`src/rtl/lin_resp_hdr_rx_if.sv`:
```
// LIN header receiver bus: serial line in, decoded header results out.
// Pulse semantics: pid_valid, sync_err, frame_err and parity_err are
// single-cycle strobes, at most one high per cycle, with no back-pressure;
// resp_busy and rx_active are levels. state exposes the receiver FSM.
interface lin_resp_hdr_rx_if;
  logic       sdi;
  logic [5:0] pid_out;
  logic       pid_valid;
  logic       sync_err;
  logic       frame_err;
  logic       parity_err;
  logic       resp_busy;
  logic       rx_active;
  logic [2:0] state;

  modport master (
    output sdi,
    input  pid_out, pid_valid, sync_err, frame_err, parity_err,
    input  resp_busy, rx_active, state
  );

  modport slave (
    input  sdi,
    output pid_out, pid_valid, sync_err, frame_err, parity_err,
    output resp_busy, rx_active, state
  );
endinterface

```
`src/rtl/lin_resp_hdr_rx.sv`:
```
// LIN header receiver: break detect, sync check, protected-ID decode and
// parity check, followed by a fixed-length response slot.
module lin_resp_hdr_rx #(
  parameter int BREAK_MIN = 13,
  parameter int RESP_SLOT = 20
) (
  input  logic             sys_clk,
  input  logic             rstn,
  lin_resp_hdr_rx_if.slave bus
);

  typedef enum logic [2:0] {
    S_IDLE, S_BREAK, S_SYNC, S_PID, S_GAP, S_PAR, S_STOP, S_RESP
  } state_t;

  localparam int RW = $clog2(RESP_SLOT + 1);
  // The zero counter saturates at 31, so a threshold above that can never match.
  localparam logic [5:0] BMIN = (BREAK_MIN > 32) ? 6'd32 : 6'(BREAK_MIN);

  state_t          state;
  state_t          state_nxt;
  logic [4:0]      zcnt;
  logic [3:0]      idx;
  logic [5:0]      id_sr;
  logic            p0;
  logic            p1;
  logic [RW-1:0]   rcnt;
  logic [5:0]      pid_q;
  logic            pv_q, se_q, fe_q, pe_q;
  logic            pv_nxt, se_nxt, fe_nxt, pe_nxt;

  logic brk_ok, sync_bad, par_ok, resp_done;

  assign brk_ok    = {1'b0, zcnt} >= BMIN;
  // Sync field alternates 0,1,0,1,... so the expected bit is the index LSB.
  assign sync_bad  = bus.sdi != idx[0];
  assign par_ok    = (p0 == (id_sr[0] ^ id_sr[1] ^ id_sr[2] ^ id_sr[4])) &&
                     (p1 == ~(id_sr[1] ^ id_sr[3] ^ id_sr[4] ^ id_sr[5]));
  assign resp_done = rcnt == RW'(RESP_SLOT - 1);

  // State register.
  always_ff @(posedge sys_clk) begin
    if (!rstn) state <= S_IDLE;
    else       state <= state_nxt;
  end

  // Next-state decode from the current state and the sampled line bit.
  always_comb begin
    state_nxt = state;
    case (state)
      S_IDLE:  if (!bus.sdi) state_nxt = S_BREAK;
      S_BREAK: if (bus.sdi) state_nxt = brk_ok ? S_SYNC : S_IDLE;
      S_SYNC: begin
        if (sync_bad)          state_nxt = S_IDLE;
        else if (idx == 4'd9)  state_nxt = S_PID;
      end
      S_PID: begin
        if (idx == 4'd0 && bus.sdi) state_nxt = S_IDLE;
        else if (idx == 4'd6)       state_nxt = S_GAP;
      end
      S_GAP:   state_nxt = S_PAR;
      S_PAR:   if (idx[0]) state_nxt = S_STOP;
      S_STOP:  state_nxt = (bus.sdi && par_ok) ? S_RESP : S_IDLE;
      S_RESP:  if (resp_done) state_nxt = S_IDLE;
      default: state_nxt = S_IDLE;
    endcase
  end

  // Result strobes decided by the bit sampled at this edge.
  always_comb begin
    pv_nxt = 1'b0;
    se_nxt = 1'b0;
    fe_nxt = 1'b0;
    pe_nxt = 1'b0;
    case (state)
      S_SYNC: se_nxt = sync_bad;
      S_PID:  fe_nxt = (idx == 4'd0) && bus.sdi;
      S_STOP: begin
        fe_nxt = !bus.sdi;
        pv_nxt = bus.sdi && par_ok;
        pe_nxt = bus.sdi && !par_ok;
      end
      default: ;
    endcase
  end

  // Field counters, ID shift register, parity capture and registered results.
  always_ff @(posedge sys_clk) begin
    if (!rstn) begin
      zcnt  <= '0;
      idx   <= '0;
      id_sr <= '0;
      p0    <= 1'b0;
      p1    <= 1'b0;
      rcnt  <= '0;
      pid_q <= '0;
      pv_q  <= 1'b0;
      se_q  <= 1'b0;
      fe_q  <= 1'b0;
      pe_q  <= 1'b0;
    end else begin
      pv_q <= pv_nxt;
      se_q <= se_nxt;
      fe_q <= fe_nxt;
      pe_q <= pe_nxt;
      // Only a fully checked header reaches pid_out.
      if (pv_nxt) pid_q <= id_sr;
      case (state)
        S_IDLE:  zcnt <= 5'd1;
        S_BREAK: begin
          if (!bus.sdi && zcnt != 5'd31) zcnt <= zcnt + 5'd1;
          idx <= '0;
        end
        S_SYNC:  idx <= (idx == 4'd9) ? 4'd0 : idx + 4'd1;
        S_PID: begin
          if (idx != 4'd0) id_sr <= {bus.sdi, id_sr[5:1]};
          idx <= idx + 4'd1;
        end
        S_GAP:   idx <= '0;
        S_PAR: begin
          if (!idx[0]) p0 <= bus.sdi;
          else         p1 <= bus.sdi;
          idx <= idx + 4'd1;
        end
        S_STOP:  rcnt <= '0;
        S_RESP:  rcnt <= rcnt + RW'(1);
        default: ;
      endcase
    end
  end

  assign bus.pid_out    = pid_q;
  assign bus.pid_valid  = pv_q;
  assign bus.sync_err   = se_q;
  assign bus.frame_err  = fe_q;
  assign bus.parity_err = pe_q;
  assign bus.resp_busy  = state == S_RESP;
  assign bus.rx_active  = (state != S_IDLE) && (state != S_RESP);
  assign bus.state      = state;

endmodule

```
`src/flat_wrapper.sv`:
```
// flat-port wrapper written by rule: the top's interface ports become plain ports
module lin_resp_hdr_rx_flat 
#(
  parameter int BREAK_MIN = 13,
  parameter int RESP_SLOT = 20
)
  (sys_clk, rstn, bus_sdi, bus_pid_out, bus_pid_valid, bus_sync_err, bus_frame_err, bus_parity_err, bus_resp_busy, bus_rx_active, bus_state);
  lin_resp_hdr_rx_if bus_i ();
  input  logic sys_clk;
  input  logic rstn;
  input wire logic [$bits(bus_i.sdi)-1:0] bus_sdi;
  output wire logic [$bits(bus_i.pid_out)-1:0] bus_pid_out;
  output wire logic [$bits(bus_i.pid_valid)-1:0] bus_pid_valid;
  output wire logic [$bits(bus_i.sync_err)-1:0] bus_sync_err;
  output wire logic [$bits(bus_i.frame_err)-1:0] bus_frame_err;
  output wire logic [$bits(bus_i.parity_err)-1:0] bus_parity_err;
  output wire logic [$bits(bus_i.resp_busy)-1:0] bus_resp_busy;
  output wire logic [$bits(bus_i.rx_active)-1:0] bus_rx_active;
  output wire logic [$bits(bus_i.state)-1:0] bus_state;
  assign bus_i.sdi = bus_sdi;
  assign bus_pid_out = bus_i.pid_out;
  assign bus_pid_valid = bus_i.pid_valid;
  assign bus_sync_err = bus_i.sync_err;
  assign bus_frame_err = bus_i.frame_err;
  assign bus_parity_err = bus_i.parity_err;
  assign bus_resp_busy = bus_i.resp_busy;
  assign bus_rx_active = bus_i.rx_active;
  assign bus_state = bus_i.state;
  lin_resp_hdr_rx #(.BREAK_MIN(BREAK_MIN), .RESP_SLOT(RESP_SLOT)) u_core (.sys_clk(sys_clk), .rstn(rstn), .bus(bus_i));
endmodule
```
`config.mk`:
```
export PLATFORM = sky130hd
export DESIGN_NAME = lin_resp_hdr_rx_flat
export DESIGN_NICKNAME = d
export VERILOG_FILES = /design/src/rtl/lin_resp_hdr_rx_if.sv /design/src/rtl/lin_resp_hdr_rx.sv /design/src/flat_wrapper.sv
export SDC_FILE = /design/constraint.sdc
export NUM_CORES = 1
export LEC_CHECK = 0
export CAP_MARGIN = 5
export CORE_MARGIN = 1.5
export CORE_UTILIZATION = 56
export DETAILED_ROUTE_END_ITERATION = 6
export DONT_BUFFER_PORTS = 1
export PLACE_DENSITY = 0.77
export SYNTH_ARGS = -nofsm -noshare
export SYNTH_HDL_FRONTEND = slang
export SYNTH_SLANG_ARGS = --single-unit
```
`constraint.sdc`:
```
create_clock -name sys_clk -period 1.7 [get_ports sys_clk]
set_input_delay 0.085 -clock sys_clk [delete_from_list [all_inputs] [get_ports sys_clk]]
set_output_delay 0.085 -clock sys_clk [all_outputs]
set_load 0.005 [all_outputs]
```
Yosys cells after proc, flatten, opt, wreduce, memory -nomap -nowiden
Cells that the tools add are included.
{"block": "totals", "regBits": 35, "inputBits": 3, "out_inout_bits": 15, "word_cells": 88}
{"block": "op_classes", "addsub": 3, "magnitude_cmp": 1, "n_eq_ne": 22, "n_mux": 18, "n_bitwise": 8, "n_reduce_logical": 24}
{"operator": "3-bit 2-to-1 mux", "count": 9}
{"operator": "3-bit case mux with 8 select lines", "count": 1}
{"operator": "5-bit case mux with 2 select lines", "count": 2}
{"operator": "3-bit equality test (second input constant)", "count": 4}
{"operator": "4-bit case mux with 3 select lines", "count": 1}
{"operator": "2-bit AND reduction", "count": 6}
{"operator": "5-bit by 1-bit adder with 5-bit output (second input constant)", "count": 2}
{"operator": "3-bit by 2-bit equality test with 1-bit output (second input constant)", "count": 2}
{"operator": "1-bit logical AND", "count": 6}
{"operator": "2-bit by 1-bit inequality test with 1-bit output (second input constant)", "count": 3}
{"operator": "3-bit by 1-bit inequality test with 1-bit output (second input constant)", "count": 2}
{"operator": "6-bit AND reduction", "count": 1}
{"operator": "3-bit nonzero test", "count": 2}
{"operator": "1-bit bitwise XOR", "count": 6}
{"operator": "5-bit equality test (second input constant)", "count": 1}
{"operator": "5-bit by 4-bit >= comparator with 1-bit output (second input constant)", "count": 1}
{"operator": "5-bit 2-to-1 mux", "count": 1}
{"operator": "5-bit inequality test (second input constant)", "count": 1}
{"operator": "4-bit by 1-bit adder with 4-bit output (second input constant)", "count": 1}
{"operator": "4-bit by 3-bit equality test with 1-bit output (second input constant)", "count": 1}
{"operator": "4-bit equality test (second input constant)", "count": 1}
{"operator": "4-bit logical NOT", "count": 1}
{"operator": "4-bit 2-to-1 mux", "count": 1}
{"operator": "2-bit inequality test (second input constant)", "count": 2}
{"operator": "13 further kinds", "count": 18}

Logic depth before layout (Yosys ltp)
{"block": "logic_depth", "depth_word": 9, "depth_mapped": 8, "ltp_nobuf": 7}

Least setup slack after synthesis
No wires, ideal clock.
{"block": "synth_path", "path_kind": "reg-to-reg", "from": "register u_core.idx[0]", "to": "register u_core.state[1] (netlist: u_core.bus.state[1])", "setup_ns": 0.091, "arrival_ns": 1.825, "required_time_ns": 1.609, "setup_slack_ns": -0.216, "path_stages_with_launch": 9, "path_buffers": 1, "synth_period_minus_slack_ns": 1.916, "cell_sequence": "dfxtp_1 clkbuf_1 inv_1 ha_1 and4bb_2 a311oi_1 or3_1 a31oi_1 a311oi_1"}
{"block": "synth_via", "elab_chain_cells": 4, "word_cells_on_any_way": 12, "classes_between": "eq/ne: 6; mux: 3; reduce/logical: 3"}
{"item": "start, declared", "line": "lin_resp_hdr_rx.sv:23", "text": "logic [3:0] idx;"}
{"item": "start signal, assigned", "line": "lin_resp_hdr_rx.sv:114", "text": "S_SYNC: idx <= (idx == 4'd9) ? 4'd0 : idx + 4'd1;"}
{"item": "start signal, assigned", "line": "lin_resp_hdr_rx.sv:117", "text": "idx <= idx + 4'd1;"}
{"item": "start signal, assigned", "line": "lin_resp_hdr_rx.sv:123", "text": "idx <= idx + 4'd1;"}
{"item": "4-bit logical NOT", "line": "lin_resp_hdr_rx.sv:58", "text": "if (idx == 4'd0 && bus.sdi) state_nxt = S_IDLE;"}
{"item": "1-bit logical AND", "line": "lin_resp_hdr_rx.sv:58"}
{"item": "3-bit 2-to-1 mux or 3-bit by 1-bit inequality test with 1-bit output (tied branches)"}
{"item": "3-bit case mux with 8 select lines or 6-bit AND reduction (tied branches)"}
{"item": "end signal, assigned", "line": "lin_resp_hdr_rx.sv:44", "text": "else state <= state_nxt;"}
{"item": "end, declared", "line": "lin_resp_hdr_rx.sv:20", "text": "state_t state;"}
Several ways; a longest one is shown, not always the timed one.
A chain may end at the register's enable or synchronous reset.

Final worst setup path
{"block": "layout_path", "from": "register u_core.rcnt[0]", "to": "register u_core.state[1] (netlist: u_core.bus.state[1])"}
{"block": "layout_via", "elab_chain_cells": 3}
{"item": "start, declared", "line": "lin_resp_hdr_rx.sv:27", "text": "logic [RW-1:0] rcnt;"}
{"item": "start signal, assigned", "line": "lin_resp_hdr_rx.sv:126", "text": "S_RESP: rcnt <= rcnt + RW'(1);"}
{"item": "5-bit equality test", "line": "lin_resp_hdr_rx.sv:39", "text": "assign resp_done = rcnt == RW'(RESP_SLOT - 1);"}
{"item": "2-bit by 1-bit inequality test with 1-bit output (no line)"}
{"item": "6-bit AND reduction (no line)"}
Every way passes these cells.

==> impl_metrics.env <==
export IMPL_outcome="finished with violations"
export IMPL_violations="setup timing"
export IMPL_min_from="bus_sdi"
export IMPL_cp_arrival_ns=2.01
export IMPL_cp_end_kind="register"
export IMPL_synth_edf_count=0
export IMPL_root_buffer="clkbuf_4"
export IMPL_fin_nets=258
export IMPL_fp_dieW_um=60.99
export IMPL_place_gp_congestion=0.8808
export IMPL_synthCells=223
export IMPL_power_density_nw_per_um2=741.0
export IMPL_r2r_cells=6
export IMPL_synth_avg_cell_area_um2=8.444
export IMPL_grt_pass1_vias=1679
export IMPL_drtIter0Drc=149
export IMPL_postRouteAntennaNets=0
export IMPL_netlist_top_cells_area="dfxtp_1 37%, ha_1 5.3%, nor2_1 5.0%"
export IMPL_hold_depth=3
export IMPL_drc=0
export IMPL_placed_cells=276
export IMPL_drt_pass1_iter_count=5
export IMPL_ys_warn_count=0
export IMPL_dp_hpwl_mm=3.164
export IMPL_synth_top_area_share=0.3721
export IMPL_syn_num_nets=234
export IMPL_antenna_found_initial=0
export IMPL_drv_cap=0
export IMPL_setup_slack_ns=-0.08583
export IMPL_syn_area_um2=1883
export IMPL_yosysMostFrequentCell="dfxtp_1"
export IMPL_slew_violations=0
export IMPL_fmax_mhz=560.0
export IMPL_clk_latency_ns=0.35
export IMPL_start_kind="register"
export IMPL_ys_seq_area_frac=0.3721
export IMPL_grt_total_usage=0.2887
export IMPL_io_pins=18
export IMPL_dp_slack_ns=-0.07419
export IMPL_diodes=0
export IMPL_critPathKind="register to register"
export IMPL_setup_viol=8
export IMPL_skew_ns=0.01020
export IMPL_core_um2=3128
export IMPL_min_to="u_core.bus.parity_err"
export IMPL_r2r_end="u_core.bus.state[1]"
export IMPL_vias=1798
export IMPL_ir_worst_vdd_uv=341.0
export IMPL_dieArea_um2=3719
export IMPL_hold_violations=0
export IMPL_fp_dieH_um=60.99
export IMPL_p_leak_uw=0.0008280
export IMPL_synth_seq_cells=35
export IMPL_synth_area_leader_cell="dfxtp_1"
export IMPL_std_cell_rows=20
export IMPL_clockBufferDepth=2
export IMPL_cts_clk_slew_worst_paths_ns=0.11
export IMPL_grt_ovfl_total=0
export IMPL_hold_path_class="primary input to register"
export IMPL_rrSetupSlack_ns=-0.09
export IMPL_initial_utilization=0.6020
export IMPL_fin_cells=292
export IMPL_area_growth_pct=24.92
export IMPL_period_share=1.050
export IMPL_rr_startpoint="u_core.rcnt[0]"
export IMPL_required_ns=1.92
export IMPL_cts_tree="built"
export IMPL_yosysUniqueCellTypes=50
export IMPL_worstPathMaxFanout=2
export IMPL_grt_pass1_wl_mm=7.776
export IMPL_ys_top_cells_by_count="35 x dfxtp_1, 25 x nor2_1, 18 x nand2_1, 11 x clkbuf_1, 11 x nand3_1"
export IMPL_cts_sink_count=35
export IMPL_utilization=0.7520
export IMPL_routed_wl_mm=5.053
export IMPL_min_period_ns=1.786
export IMPL_drive_gt1_frac=0.2742
export IMPL_synth_flop_cell="dfxtp_1"
export IMPL_postSynth_asyncResetShare=0
export IMPL_grt_max_degree=23
export IMPL_worst_pin_slew_ns=0.7995
export IMPL_via_per_inst=6.158
export IMPL_avgRoutedWirePerCell_um=17.30
export IMPL_numCtsBuffers=5
export IMPL_h_tree_depth=2
export IMPL_max_slew_margin=0.4652
export IMPL_rsz0062_at_grt="yes"
export IMPL_io_buffers=0
critical path: stages, from the launching register on:
cell and delay, ns:
dfxtp_1 0.37, ha_1 0.18, nor4bb_4 0.21, o32ai_2 0.13
or3_4 0.41, a31oi_2 0.23, a311oi_2 0.12
state kept, by name, indices dropped and copies added (netlist names):
signal and cells:
u_core.bus.pid_valid 1, u_core.idx 4, u_core.p1 1, u_core.bus.parity_err 1, u_core.bus.sync_err 1, u_core.bus.pid_out 6
u_core.bus.state 3, u_core.zcnt 5, u_core.p0 1, u_core.id_sr 6, u_core.rcnt 5, u_core.bus.frame_err 1
area by class of cell:
cell class                 instances  area (µm²)
inverter                           8       30.03
multi-input combinational        165        1207
clock inverter                     1       7.507
clock buffer                       7       65.06
sequential                        35       709.4
timing repair buffer              32       277.8
fill                             207       775.7
tap                               44       55.05
timing repair:
action	4_1_cts	5_1_grt
gates resized for setup	12	12
hold buffers	2	0
hold endpoints to repair	21	0
buffers inserted	3	2
setup endpoints to repair	10	17
pin swaps	8	5
cloned	1	0
metal layers:
metal,up-vias,routed length (µm),global-route usage
met5,-,0,0
met4,0,141,0.1180
met3,18,338,0.06823
met2,79,2503,0.4670
met1,857,2070,0.3711
li1,844,-,-
cells in the final DEF (no fill, tap or decap), types with 2 or more instances in the layout:
| master | netlist | final |
|---|---|---|
| a211oi_1 | 4 | 4 |
| a21oi_1 | 9 | 9 |
| a311oi_2 | 0 | 2 |
| a31oi_1 | 4 | 3 |
| buf_12 | 0 | 2 |
| buf_4 | 0 | 26 |
| buf_6 | 1 | 2 |
| clkbuf_4 | 0 | 5 |
| clkbuf_8 | 0 | 2 |
| dfxtp_1 | 35 | 28 |
| dfxtp_2 | 0 | 7 |
| dlygate4sd3_1 | 0 | 2 |
| ha_1 | 8 | 4 |
| ha_2 | 0 | 2 |
| ha_4 | 0 | 2 |
| inv_1 | 7 | 6 |
| mux2i_1 | 9 | 9 |
| nand2_1 | 18 | 18 |
| nand2b_1 | 4 | 4 |
| nand3_1 | 11 | 10 |
| nand3b_1 | 4 | 4 |
| nand4_1 | 3 | 3 |
| nor2_1 | 25 | 25 |
| nor2b_1 | 3 | 3 |
| nor3_1 | 6 | 6 |
| nor3b_1 | 3 | 2 |
| o211ai_1 | 4 | 4 |
| o21ai_0 | 9 | 9 |
| o21ai_1 | 6 | 5 |
| or3_4 | 1 | 2 |
| xnor2_1 | 3 | 3 |
| xor2_1 | 4 | 4 |
worst max path at each step:
stage / depth (start not counted) / from / to / slack, ns
5_1_grt: 6 / u_core.rcnt[0] / u_core.bus.state[1] / -0.14
6_report: 6 / u_core.rcnt[0] / u_core.bus.state[1] / -0.09
4_1_cts: 4 / u_core.id_sr[3] / u_core.bus.state[1] / -0.06
3_3_place_gp: 4 / u_core.p0 / u_core.bus.state[1] / -0.03
2_1_floorplan: 8 / u_core.idx[0] / u_core.bus.state[1] / -0.02
3_5_place_dp: 7 / u_core.idx[0] / u_core.bus.state[0] / -0.07
per-stage QoR:
step | TNS [ns] | instance area, µm² | hold WS [ns] | power, µW
after floorplan | -0.06566 | 1918 | 0.2669 | 1050
after global placement | -0.02556 | 2105 | 0.2298 | 1142
after detailed placement | -0.2130 | 2105 | 0.2365 | 1154
after CTS | -0.1407 | 2287 | 0.05127 | 1699
after global routing | -0.8960 | 2352 | 0.04805 | 1802
final | -0.2727 | 2352 | 0.05829 | 1743
power by group:
| part | internal, µW | total, µW | switching (µW) |
|---|---|---|---|
| combinational | 157 | 350 | 193 |
| sequential | 835 | 856 | 21.6 |
| clock | 242 | 536 | 295 |
| total | 1230 | 1740 | 509 |
cell families (layout without fill, tap and decap cells):
group / count (synthesis) / in the layout / share of synthesized area
buffers and inverters: 24 / 48 / 0.05382
XOR/XNOR: 9 / 9 / 0.05714
adder cells (fa/ha/maj): 8 / 8 / 0.05316
flip-flops: 35 / 35 / 0.3721
AND/OR/NAND/NOR: 89 / 89 / 0.2472
AO/OA/AOI/OAI: 49 / 50 / 0.1688
multiplexers: 9 / 9 / 0.04784
Power figures use the tool's default switching activity.
